## config.mk

```make
export PLATFORM = sky130hd
export DESIGN_NAME = wb_ram_arbiter
export DESIGN_NICKNAME = d
export VERILOG_FILES = /design/src/rtl/wb_ram_arbiter.sv
export SDC_FILE = /design/constraint.sdc
export NUM_CORES = 1
export LEC_CHECK = 0
export ABC_CLOCK_PERIOD_IN_PS = 2300
export CORE_AREA = 2 2 121 123
export CTS_CLUSTER_SIZE = 30
export DETAILED_ROUTE_END_ITERATION = 10
export DIE_AREA = 0 0 123 125
export PLACE_DENSITY = 0.58
export SYNTH_ARGS = -nofsm -noshare
export SYNTH_HDL_FRONTEND = slang
export SYNTH_SLANG_ARGS = --single-unit
export TNS_END_PERCENT = 50
```

## constraint.sdc

```tcl
create_clock -name wb_clk_i -period 2.3 [get_ports wb_clk_i]
set_clock_uncertainty 0.1 [all_clocks]
set_input_delay 0.345 -clock wb_clk_i [delete_from_list [all_inputs] [get_ports wb_clk_i]]
set_output_delay 0.345 -clock wb_clk_i [all_outputs]
set_load 0.1 [all_outputs]
```

## src/rtl/wb_ram_arbiter.sv

```systemverilog
// -----------------------------------------------------------------------------
// wb_ram_arbiter
// Two-master Wishbone B3 arbiter in front of a single RAM-style slave port.
// Ownership is granted per bus cycle (cyc envelope) and held until the owner
// drops cyc, so bursts are never split. Ties alternate between the masters.
// A watchdog aborts an owner whose strobe stays unterminated for `timeout`
// consecutive cycles, answering it with err and freeing the slave.
//
// Ports:
//   wb_clk_i, wb_rst_i          clock, asynchronous active-high reset
//   m0_*_i / m1_*_i             master requests (adr, bte, cti, cyc, stb, we,
//                               sel, dat)
//   m0_*_o / m1_*_o             master responses (dat, ack, err, rty)
//   s_*_o                       slave request, muxed from the current owner
//   s_dat_i, s_ack_i, s_err_i,
//   s_rty_i                     slave response
// -----------------------------------------------------------------------------
module wb_ram_arbiter #(
   parameter int dw      = 32,
   parameter int aw      = 25,
   parameter int timeout = 255
) (
   input  logic          wb_clk_i,
   input  logic          wb_rst_i,
   // master 0
   input  logic [aw-1:0] m0_adr_i,
   input  logic [1:0]    m0_bte_i,
   input  logic [2:0]    m0_cti_i,
   input  logic          m0_cyc_i,
   input  logic          m0_stb_i,
   input  logic          m0_we_i,
   input  logic [3:0]    m0_sel_i,
   input  logic [dw-1:0] m0_dat_i,
   output logic [dw-1:0] m0_dat_o,
   output logic          m0_ack_o,
   output logic          m0_err_o,
   output logic          m0_rty_o,
   // master 1
   input  logic [aw-1:0] m1_adr_i,
   input  logic [1:0]    m1_bte_i,
   input  logic [2:0]    m1_cti_i,
   input  logic          m1_cyc_i,
   input  logic          m1_stb_i,
   input  logic          m1_we_i,
   input  logic [3:0]    m1_sel_i,
   input  logic [dw-1:0] m1_dat_i,
   output logic [dw-1:0] m1_dat_o,
   output logic          m1_ack_o,
   output logic          m1_err_o,
   output logic          m1_rty_o,
   // slave
   output logic [aw-1:0] s_adr_o,
   output logic [1:0]    s_bte_o,
   output logic [2:0]    s_cti_o,
   output logic          s_cyc_o,
   output logic          s_stb_o,
   output logic          s_we_o,
   output logic [3:0]    s_sel_o,
   output logic [dw-1:0] s_dat_o,
   input  logic [dw-1:0] s_dat_i,
   input  logic          s_ack_i,
   input  logic          s_err_i,
   input  logic          s_rty_i
);

   typedef enum logic [1:0] {
      S_IDLE  = 2'd0,
      S_BUSY  = 2'd1,
      S_ABORT = 2'd2
   } state_t;

   // A zero timeout disables the watchdog; the limit wraps harmlessly then.
   localparam bit       WD_EN    = (timeout != 0);
   localparam bit [7:0] WD_LIMIT = 8'(timeout - 1);

   state_t      r_state;
   state_t      w_state_next;
   logic        r_owner;
   logic        w_owner_next;
   logic        r_last;
   logic        w_last_next;
   logic [7:0]  r_wd_cnt;
   logic [7:0]  w_wd_next;

   logic        w_own_cyc;
   logic        w_own_stb;
   logic        w_term;
   logic        w_grant;
   logic        w_s_cyc;
   logic        w_s_stb;
   logic [1:0]  w_ack;
   logic [1:0]  w_err;
   logic [1:0]  w_rty;

   // Request fields always follow the owner; cyc/stb gating makes them inert
   // whenever no one owns the slave.
   assign s_adr_o   = r_owner ? m1_adr_i : m0_adr_i;
   assign s_bte_o   = r_owner ? m1_bte_i : m0_bte_i;
   assign s_cti_o   = r_owner ? m1_cti_i : m0_cti_i;
   assign s_we_o    = r_owner ? m1_we_i  : m0_we_i;
   assign s_sel_o   = r_owner ? m1_sel_i : m0_sel_i;
   assign s_dat_o   = r_owner ? m1_dat_i : m0_dat_i;
   assign s_cyc_o   = w_s_cyc;
   assign s_stb_o   = w_s_stb;

   assign m0_dat_o  = s_dat_i;
   assign m1_dat_o  = s_dat_i;
   assign m0_ack_o  = w_ack[0];
   assign m1_ack_o  = w_ack[1];
   assign m0_err_o  = w_err[0];
   assign m1_err_o  = w_err[1];
   assign m0_rty_o  = w_rty[0];
   assign m1_rty_o  = w_rty[1];

   assign w_own_cyc = r_owner ? m1_cyc_i : m0_cyc_i;
   assign w_own_stb = r_owner ? m1_stb_i : m0_stb_i;
   assign w_term    = s_ack_i | s_err_i | s_rty_i;
   // On a tie the master that did not win last time is chosen.
   assign w_grant   = (m0_cyc_i & m1_cyc_i) ? ~r_last : m1_cyc_i;

   always_comb begin
      w_state_next = r_state;
      w_owner_next = r_owner;
      w_last_next  = r_last;
      w_wd_next    = r_wd_cnt;
      w_s_cyc      = 1'b0;
      w_s_stb      = 1'b0;
      w_ack        = 2'b00;
      w_err        = 2'b00;
      w_rty        = 2'b00;
      case (r_state)
         S_IDLE: begin
            if (m0_cyc_i | m1_cyc_i) begin
               w_state_next = S_BUSY;
               w_owner_next = w_grant;
               w_last_next  = w_grant;
               w_wd_next    = 8'd0;
            end
         end
         S_BUSY: begin
            w_s_cyc        = w_own_cyc;
            w_s_stb        = w_own_stb;
            w_ack[r_owner] = s_ack_i;
            w_err[r_owner] = s_err_i;
            w_rty[r_owner] = s_rty_i;
            if (!w_own_cyc) begin
               w_state_next = S_IDLE;
               w_wd_next    = 8'd0;
            end else if (w_term || !w_own_stb) begin
               // a termination in the limit cycle beats the watchdog
               w_wd_next = 8'd0;
            end else if (WD_EN && (r_wd_cnt == WD_LIMIT)) begin
               w_state_next = S_ABORT;
               w_wd_next    = 8'd0;
            end else begin
               w_wd_next = r_wd_cnt + 8'd1;
            end
         end
         S_ABORT: begin
            // slave is released; the stuck owner gets err for each strobe
            w_err[r_owner] = w_own_stb;
            if (!w_own_cyc) begin
               w_state_next = S_IDLE;
            end
         end
         default: begin
            w_state_next = S_IDLE;
         end
      endcase
   end

   always_ff @(posedge wb_clk_i or posedge wb_rst_i) begin
      if (wb_rst_i) begin
         r_state  <= S_IDLE;
         r_owner  <= 1'b0;
         r_last   <= 1'b1;     // m0 wins the first tie
         r_wd_cnt <= 8'd0;
      end else begin
         r_state  <= w_state_next;
         r_owner  <= w_owner_next;
         r_last   <= w_last_next;
         r_wd_cnt <= w_wd_next;
      end
   end

endmodule

```

Word-level counts from Yosys, hierarchy flattened
Index checks and enable logic that the tools add are counted.

cells by class
  reductions and logical operators = 8
  $add $sub $neg = 1
  eq/ne operators = 7
  order comparisons = 2
  bitwise operators = 9
  muxes and demuxes = 27

operator list
  operator                                            count
  2-to-1 mux 32 bit                                   1
  2-to-1 mux 8 bit                                    4
  2-to-1 mux 25 bit                                   1
  2-to-1 mux 2 bit                                    8
  case mux 8 bit (2 select lines)                     1
  adder 8 x 1 -> 8 bit, second input constant         1
  AND 2 bit                                           4
  == test 8 bit, second input constant                1
  2-to-1 mux 1 bit                                    7
  inequality test 3 bit, second input constant        2
  case mux 2 bit (3 select lines)                     1
  2-to-1 mux 4 bit                                    1
  inequality test 2 bit, second input constant        2
  case mux 2 bit (2 select lines)                     1
  AND reduction 2 bit                                 2
  AND reduction 4 bit                                 1
  2-to-1 mux 3 bit                                    1
  OR 1 bit                                            3
  == test 2 x 1 -> 1 bit, second input constant       1
  == test 2 bit, second input constant                1
  logical NOT 2 bit                                   1
  < comparator 1 x 2 -> 1 bit, second input constant  1
  nonzero test 2 bit                                  1
  AND 1 bit                                           1
  other kinds (6)                                     6

word-level totals
  flip-flop bits (word level) = 12
  output and inout port bits = 139
  word-level logic and storage cells = 58
  input bits = 175

Logic depth before layout (Yosys ltp)
Gate-level depths: netlist of run 1.

  depth after elaboration = 6
  depth in mapped cells = 8
  depth with buffers taken out = 7

Worst setup path after synthesis of run 1
Ideal clock, no wire load.

  kind = reg2out
  start = reg r_owner
  end = out m0_err_o
  buffers on the path = 2
  slack = -1207 ps
  data required time = 1855 ps
  cell stages (with the launch flop) = 4
  arrival time = 3062 ps
  cells stage by stage = dfrtp_1 -> clkbuf_1 -> clkbuf_1 -> nor3b_1

between the ends
  word-level cells in the longest chain between the ends = 6

ends and longest elaborated chain
  what                                                                                             line      text
  from (decl)                                                                                      78        logic r_owner;
  from (signal assigned)                                                                           180       r_owner <= w_owner_next;
  < comparator 1 x 2 -> 1 bit (not written as such) / >= comparator 1 bit (equally long branches)  144, 161
  logical AND 1 bit (not written as such)                                                          144, 161
  2-to-1 mux 1 bit (not written as such)                                                           144, 161
  demux 1 bit (select 1 bit)                                                                       144, 161
  AND 2 bit (no line)                                                                              --
  case mux 2 bit (2 select lines) (*)                                                              131       case (r_state)
  to (decl)                                                                                        36        output logic m0_err_o,

Mark *: on every way between the ends. The rest lies on a longest branch, timed or not.

Final worst setup path of run 1
  start = reg r_owner
  end = out s_dat_o[4]

between the ends
  word-level cells in the longest chain between the ends = 1

ends and longest elaborated chain
  what               line  text
  2-to-1 mux 32 bit  102   assign s_dat_o = r_owner ? m1_dat_i : m0_dat_i;
  to (decl)          59    output logic [dw-1:0] s_dat_o,

Every way passes these cells.

==> reports/metrics.yaml, run 1 <==
grt_first_pass_wirelength_mm: 15.2
cts_buffer_depth: 2
io_pins: 314
cts_tree: "yes"
area_delta_synth_final_pct: 135
instances_no_fill: 562
yosys.cell_types.count: 28
grt_use_total_pct: 13.8
worst-path-max-fanout: 39
drive_gt1_share_pct: 41.8
crit_slowest_cell: "mux2_2"
die_area_sq_mm: 0.0154
n_antenna_cell: 0
slew_violations: 0
cts_setup_buffers: 0
first_iter_violations: 33
yosys_warnings: 0
worstSetupStartpointType: "register"
multi_input_comb_area_sq_mm: 0.00124
grt_overflow: 0
routed_wl_mm: 11.1
min_path_type: "in2async"
netlist_area_sq_mm: 0.00206
drt-vias-per-instance: 3.97
status: "finished, final reports clean"
dr_total_vias: 2229
p_total_uw: 7190
fin_crit_sh_pct: 94.8
drtPass1Iterations: 6
fin_nets: 560
critPathMaxStageDelay_ps: 410
cp_common_cell: "buf_12"
dp_hpwl_mm: 10.2
ys_ff_latch: 12
path_cells: "buf_6 > buf_12 > mux2_2 > buf_12"
grt_antenna_before_repair: 0
syn_avg_cell_area_sq_um: 9.09
hold_viol_final: 0
cts_sinks: 12
critical_path_buf_inv_count: 3
coreArea_sq_mm: 0.0142
yosysSeqAreaShare_pct: 14.6
crit_type: "reg2out"
end_kind: "output port"
min_period_ps: 2180
grt_max_degree: 40
rsz0062_at_grt: "false"
detail-route-antenna-nets: 0
fill_cells: 1450
max-vdd-ir-drop_v: 0.000756
clock_latency_ps: 240
grt_pass1_vias: 2339
rows: 44
numPortBuffers: 217
hold_buffers: 0
synth_nets: 408
worstPathRequired_ps: 1860
initial_core_util_pct: 14.5
clockRootBuffer: "clkbuf_16"
worstPathArrival_ps: 1740
cts_buffers: 3
worst_pin_slew_ps: 493
p_leak_uw: 0.00198
slew_headroom_pct: 67.1
cellPowerDensity_mw_per_mm2: 1480
die_h_um: 125
fmax_mhz: 458
drv_cap: 0
avgRoutedWirePerCell_um: 19.8
drcViolationCount: 0
cpLargestDelayFamily: "buffers and inverters"
h-tree-depth: 1
gp_congestion: 0.902
dieWidth_um: 123
syn_inst: 227
area.sequential_sq_um: 303
finalSetupViolCount: 0
path_clk_slew_ps: 50
placed_cells: 558
## path summary, 6_finish.rpt
check | from | to | slack [ps] | cells after the start
hold reg to reg | r_wd_cnt[7] | r_wd_cnt[7] | 420 | 1
max in group asynchronous | wb_rst_i | r_owner | 1410 | 2
min in group wb_clk_i | r_wd_cnt[7] | r_wd_cnt[7] | 420 | 1
hold / removal | wb_rst_i | r_wd_cnt[0] | 330 | 2
setup / recovery | r_owner | s_dat_o[4] | 120 | 4
setup reg to reg | r_owner | r_wd_cnt[2] | 280 | 5
## cell usage in the layout, fill, tap and decap left out, drive strengths merged, types with 3 or more instances in the layout
master | synthesis | final
nor3b | 6 | 6
clkdlybuf4s50 | 0 | 142
buf | 66 | 78
o21ai | 9 | 9
clkbuf | 7 | 4
nor2b | 3 | 3
mux2 | 69 | 69
and3 | 5 | 5
dfrtp | 11 | 11
nor2 | 4 | 4
a21o | 5 | 5
inv | 5 | 5
a21oi | 6 | 6
ha | 6 | 6
nand2 | 10 | 10
## routing by layer
metal,vias up,global-route usage [%],wire length [um]
met3,11,3.88,857
li1,1028,-,-
met1,1042,13.2,3570
met4,0,3.48,225
met5,-,0,0
met2,148,28.1,6500
## sequential cells by signal, summed over array words and instances, names as in the netlist
register and cells:
r_wd_cnt 8, r_state 2, r_last 1, r_owner 1
## cells by family (layout without fill, tap and decap cells)
kind of cell	count (synthesis)	after routing	share of synthesized area (%)
AOI/OAI and AO/OA	22	22	6.24
and+or+nand+nor	38	38	10.8
buffers and inverters	78	229	26.2
muxes	70	70	38.1
DFF	12	12	14.6
xor gates and xnor gates	1	1	0.424
adders and majority gates	6	6	3.64
## cell type report
cell class	count	area share, %
Clock buffer	4	1.83
Tap cell	184	4.75
Sequential cell	12	6.25
Timing Repair Buffer	220	61.2
Inverter	5	0.388
Multi-Input combinational cell	137	25.5
## where the power goes
part	internal [uW]	switching, uW
clock network	263	99.4
registers	249	28.2
logic	2390	4150
total	2910	4280
## cell usage after synthesis
cell type | count | area, sq um
a21o_1 | 5 | 37.5
a21oi_1 | 6 | 30.0
a31oi_1 | 1 | 6.26
a32o_1 | 1 | 10.0
and3_1 | 5 | 31.3
and3b_1 | 2 | 17.5
buf_1 | 1 | 3.75
buf_4 | 64 | 480
buf_6 | 1 | 11.3
clkbuf_1 | 7 | 26.3
dfrtp_1 | 11 | 275
dfstp_2 | 1 | 26.3
ha_1 | 6 | 75.1
inv_1 | 5 | 18.8
mux2_2 | 69 | 777
mux2i_1 | 1 | 10.0
nand2_1 | 10 | 37.5
nand3_1 | 2 | 10.0
nor2_1 | 4 | 15.0
nor2b_1 | 3 | 18.8
nor3_1 | 2 | 10.0
nor3b_1 | 6 | 45.0
nor4_2 | 1 | 12.5
o21ai_0 | 9 | 45.0
or2_2 | 1 | 6.26
or3_4 | 1 | 11.3
or4_1 | 1 | 7.51
xnor2_1 | 1 | 8.76
## repair_timing
item                                   4_1_cts  5_1_grt
setup endpoints to repair                    0       11
gates resized for setup                      0        2
endpoints found under the hold margin        0        0
## per-stage QoR
step                      setup TNS [ps]  worst slack, ps  cell area [sq um]  util [%]  hold slack [ps]
after floorplan                     -287             -194               2080         -              109
after global routing                   0             46.7               4840      34.1              375
after CTS                              0             26.2               4830      34.0              348
after detailed placement            -246            -94.9               4750      33.4              403
after global placement             -18.6            -18.6               4750      33.4              395
final                                  0              119               4840      34.1              333
Power figures use the tool's default switching activity.
==> run 2, diff against run 1 <==
--- a/config.mk
+++ b/config.mk
@@ -5,11 +5,12 @@
 export SDC_FILE = /design/constraint.sdc
 export NUM_CORES = 1
 export LEC_CHECK = 0
-export ABC_CLOCK_PERIOD_IN_PS = 2300
+export ABC_CLOCK_PERIOD_IN_PS = 2100
 export CORE_AREA = 2 2 121 123
 export CTS_CLUSTER_SIZE = 30
 export DETAILED_ROUTE_END_ITERATION = 10
 export DIE_AREA = 0 0 123 125
+export MAX_ROUTING_LAYER = met4
 export PLACE_DENSITY = 0.58
 export SYNTH_ARGS = -nofsm -noshare
 export SYNTH_HDL_FRONTEND = slang
==> constraint.sdc (replaced) <==
create_clock -name wb_clk_i -period 2.1 [get_ports wb_clk_i]
set_clock_uncertainty 0.1 [all_clocks]
set_input_delay 0.315 -clock wb_clk_i [delete_from_list [all_inputs] [get_ports wb_clk_i]]
set_output_delay 0.315 -clock wb_clk_i [all_outputs]
set_load 0.1 [all_outputs]
==> run 2 against run 1 <==
The flow now stops in detailed routing (5_2_route). Synthesized cell count did not move. Global-route usage up 1.5 points. Synthesized area unchanged.
==> reports/metrics.yaml, run 2 <==
placed_cells: 561  # was 558
status: "aborted with a tool error"  # was finished, final reports clean
grt_overflow: 0  # unchanged
place_ws_ps: -223  # was -94.9 ps
initial_core_util_pct: 14.5  # unchanged
async_reset_ff_share_pct: 100  # unchanged
dp_hpwl_mm: 10.2  # about the same
ys_ff_latch: 12  # unchanged
cts_sinks: 12  # unchanged
die_h_um: 125  # unchanged
yosys.cell_types.count: 28  # unchanged
error: "[ERROR DRT-0255] Maze Route cannot find path of net s_dat_i[8] in worker of routeBox ( 96600 96600 ) ( 123000 125000 )."
h-tree-depth: 1  # unchanged
grt_use_total_pct: 15.4  # was 13.8%
dieWidth_um: 123  # unchanged
synth_edf_count: 0  # unchanged
endpoint_type: "register input"
yosysMostFrequentCell: "mux2_2"  # unchanged
hold_buffers: 0  # unchanged
numPortBuffers: 217  # unchanged
clockRootBuffer: "clkbuf_16"  # unchanged
yosysSeqAreaShare_pct: 14.6  # unchanged
ys.flop_type: "dfrtp_1"  # unchanged
synth_nets: 408  # unchanged
grt_max_degree: 32  # was 40
syn_avg_cell_area_sq_um: 9.09  # unchanged
io_pins: 314  # unchanged
grt_pass1_vias: 2419  # was 2339
synth_top_area_share_pct: 37.6  # unchanged
syn_inst: 227  # unchanged
yosys_warnings: 0  # unchanged
yosysTopAreaCell: "mux2_2"  # unchanged
stop_stage: "detailed routing (5_2_route)"
grt_antenna_before_repair: 1  # was 0
gp_congestion: 0.806  # was 0.902
netlist_top_cells_area: "mux2_2 38%, buf_4 23%, dfrtp_1 13%"  # unchanged
synthTopCellsByCount: "69 x mux2_2, 64 x buf_4, 11 x dfrtp_1, 10 x nand2_1, 9 x o21ai_0"  # unchanged
netlist_area_sq_mm: 0.00206  # unchanged
grt_first_pass_wirelength_mm: 16.2  # was 15.2 mm
cts_buffer_depth: 2  # unchanged
cts_buffers: 3  # unchanged
rows: 44  # unchanged
postGrtWorstEndpoint: "r_wd_cnt[5]$_DFFE_PP0P_/D"
[run 2: cell counts after synthesis]
Identical to the previous run, type by type.
[run 2: cells by family after synthesis]
family / after synthesis / share of synthesized area (%)
xor+xnor: 1 / 0.424
flops: 12 / 14.6
mux: 70 / 38.1
fa+ha+maj: 6 / 3.64
buf+inv: 78 / 26.2
compound gates: 22 / 6.24
simple gates: 38 / 10.8
[run 2: per-stage QoR]
step | cell area (sq um) | utilization [%] | hold WS, ps
2_1_floorplan | 2090 | - | 79.0
3_3_place_gp | 4780 | 33.6 | 388
3_5_place_dp | 4780 | 33.6 | 398
4_1_cts | 4960 | 34.9 | 307
5_1_grt | 4980 | 35.1 | 340
[run 2: per-layer routing]
metal	GRT usage [%]
met5	-
met4	4.14
met3	3.74
met2	29.9
met1	14.7
[run 2: repair_timing]
action / 4_1_cts / 5_1_grt
hold endpoints to repair: 0 / 0
buffers inserted: 2 / 1
setup endpoints to repair: 59 / 6
pin swaps: 0 / 2
gates resized for setup: 7 / 4
gates cloned: 2 / 0
==> run 3, diff against run 2 <==
--- a/config.mk
+++ b/config.mk
@@ -7,11 +7,9 @@
 export LEC_CHECK = 0
 export ABC_CLOCK_PERIOD_IN_PS = 2100
 export CORE_AREA = 2 2 121 123
-export CTS_CLUSTER_SIZE = 30
 export DETAILED_ROUTE_END_ITERATION = 10
 export DIE_AREA = 0 0 123 125
-export MAX_ROUTING_LAYER = met4
-export PLACE_DENSITY = 0.58
+export PLACE_DENSITY_LB_ADDON = 0.15
 export SYNTH_ARGS = -nofsm -noshare
 export SYNTH_HDL_FRONTEND = slang
 export SYNTH_SLANG_ARGS = --single-unit
==> run 3 against run 2 <==
The flow now finishes without violations. Global-route usage decreased by 3.1 points.
==> reports/metrics.yaml, run 3 (synthesis results as in run 1) <==
status: "finished, final reports clean"  # was aborted with a tool error
crit_type: "reg2out"
largestRegisters: "r_wd_cnt (8), r_state (2)"
layout_common_cells: "142 x clkdlybuf4s50_1, 76 x buf_12, 69 x mux2_2, 10 x nand2_1, 10 x dfrtp_1"
cts_buffer_depth: 2  # unchanged
cts_tree: "yes"
max-vdd-ir-drop_v: 0.000845
p_leak_uw: 0.00205
cts_setup_buffers: 0  # was 2
largest_reg_flops: 8
path_clk_slew_ps: 40
grt_overflow: 0  # unchanged
initial_core_util_pct: 14.5  # unchanged
slew_headroom_pct: 69.7
fin_nets: 568
dieWidth_um: 123  # unchanged
fmax_mhz: 487
seqPwrFrac_pct: 3.9
rsz0062_at_grt: "true"
worstSetupStartpointType: "register"
place_ws_ps: -267  # was -223 ps
drcViolationCount: 0
slew_violations: 0
clock_latency_ps: 240
internal_power_uw: 3330
min_period_ps: 2050
worst-path-max-fanout: 21
avgRoutedWirePerCell_um: 17.7
stdcell_area_sq_mm: 0.00497
p_sw_share_pct: 58.2
min_path_type: "in2async"
finalSetupViolCount: 0
die_area_sq_mm: 0.0154
detail-route-antenna-nets: 0
p_total_uw: 7970
grt_antenna_before_repair: 0  # was 1
grt_max_degree: 39  # was 32
routed_wl_mm: 10.1
clockRootBuffer: "clkbuf_16"  # unchanged
drv_cap: 0
h-tree-depth: 1  # unchanged
switchingPower_uw: 4640
gp_congestion: 0.743  # was 0.806
area_delta_synth_final_pct: 141
fin_crit_sh_pct: 97.8
dr_total_vias: 2181
worst_pin_slew_ps: 454
placed_area_sq_mm: 0.00480  # was 0.00478 sq mm
first_iter_violations: 21
coreArea_sq_mm: 0.0142
final_common_cell: "clkdlybuf4s50_1"
drive_gt1_share_pct: 43.8
final_core_util_pct: 35.0
cts_sinks: 12  # unchanged
rows: 44  # unchanged
drtPass1Iterations: 4
grt_use_total_pct: 12.3  # was 15.4%
hold_buffers: 0  # unchanged
grt_pass1_vias: 2407  # was 2419
die_h_um: 125  # unchanged
drt-vias-per-instance: 3.83
hold_viol_final: 0
worstPathRequired_ps: 1680
combPwrFrac_pct: 91.7
grt_first_pass_wirelength_mm: 14.1  # was 16.2 mm
end_kind: "output port"
cts_buffers: 3  # unchanged
numPortBuffers: 217  # unchanged
cellPowerDensity_mw_per_mm2: 1600
dp_hpwl_mm: 8.58  # was 10.2 mm
io_pins: 314  # unchanged
timing.final.ws_setup_ps: 45.4
n_antenna_cell: 0
p_clk_share_pct: 4.4
worstPathArrival_ps: 1640
regMostFlops: "r_wd_cnt"
[run 3: repair_timing]
item	in CTS	in global routing
gates cloned	1	2
setup endpoints to repair	39	42
pin swaps	1	0
resized for setup	1	4
[run 3: power by group through the flow]
stage                     sequential, uW  combinational, uW  clock, uW
after floorplan                      297               4990          0
after global placement               307               7180          0
after detailed placement             308               7180          0
after CTS                            313               7310        359
after global routing                 316               7520        368
final                                311               7300        352
[run 3: path summary, 6_finish.rpt]
path	cells after the start	slack, ps	end	from
setup / recovery	4	50	s_bte_o[1]	r_owner
hold reg to reg	1	410	r_wd_cnt[7]	r_wd_cnt[7]
max in group asynchronous	2	1270	r_last	wb_rst_i
setup reg to reg	6	140	r_state[0]	r_state[0]
hold / removal	2	290	r_wd_cnt[7]	wb_rst_i
min in group wb_clk_i	1	410	r_wd_cnt[7]	r_wd_cnt[7]
[run 3: worst max-delay path, cell delays in order (launching register included)]
cell	delay (ps)
dfrtp_2	420
buf_12	200
buf_16	190
mux2_2	380
buf_12	170
[run 3: cell type report]
type                            count  area [sq um]
Fill cell                        1441          9240
Timing Repair Buffer              228          3080
Multi-Input combinational cell    137          1250
Sequential cell                    12           303
Tap cell                          184           230
Clock buffer                        4          78.8
Inverter                            5          18.8
[run 3: through the flow]
stage / setup TNS, ps / hold slack [ps] / cells
5_1_grt: -143 / 360 / 570
3_5_place_dp: -1600 / 404 / 563
3_3_place_gp: -1030 / 395 / 563
6_report: 0 / 288 / 570
2_1_floorplan: -432 / 79.0 / 227
4_1_cts: -771 / 317 / 568
[run 3: routing by layer]
metal  up-vias  routed length (um)  track usage [%]
met5         -                   0                0
met4         0                 125             2.21
met3         8                1090             5.29
met2       135                5540             23.6
met1       989                3330             12.1
li1       1049                   -                -
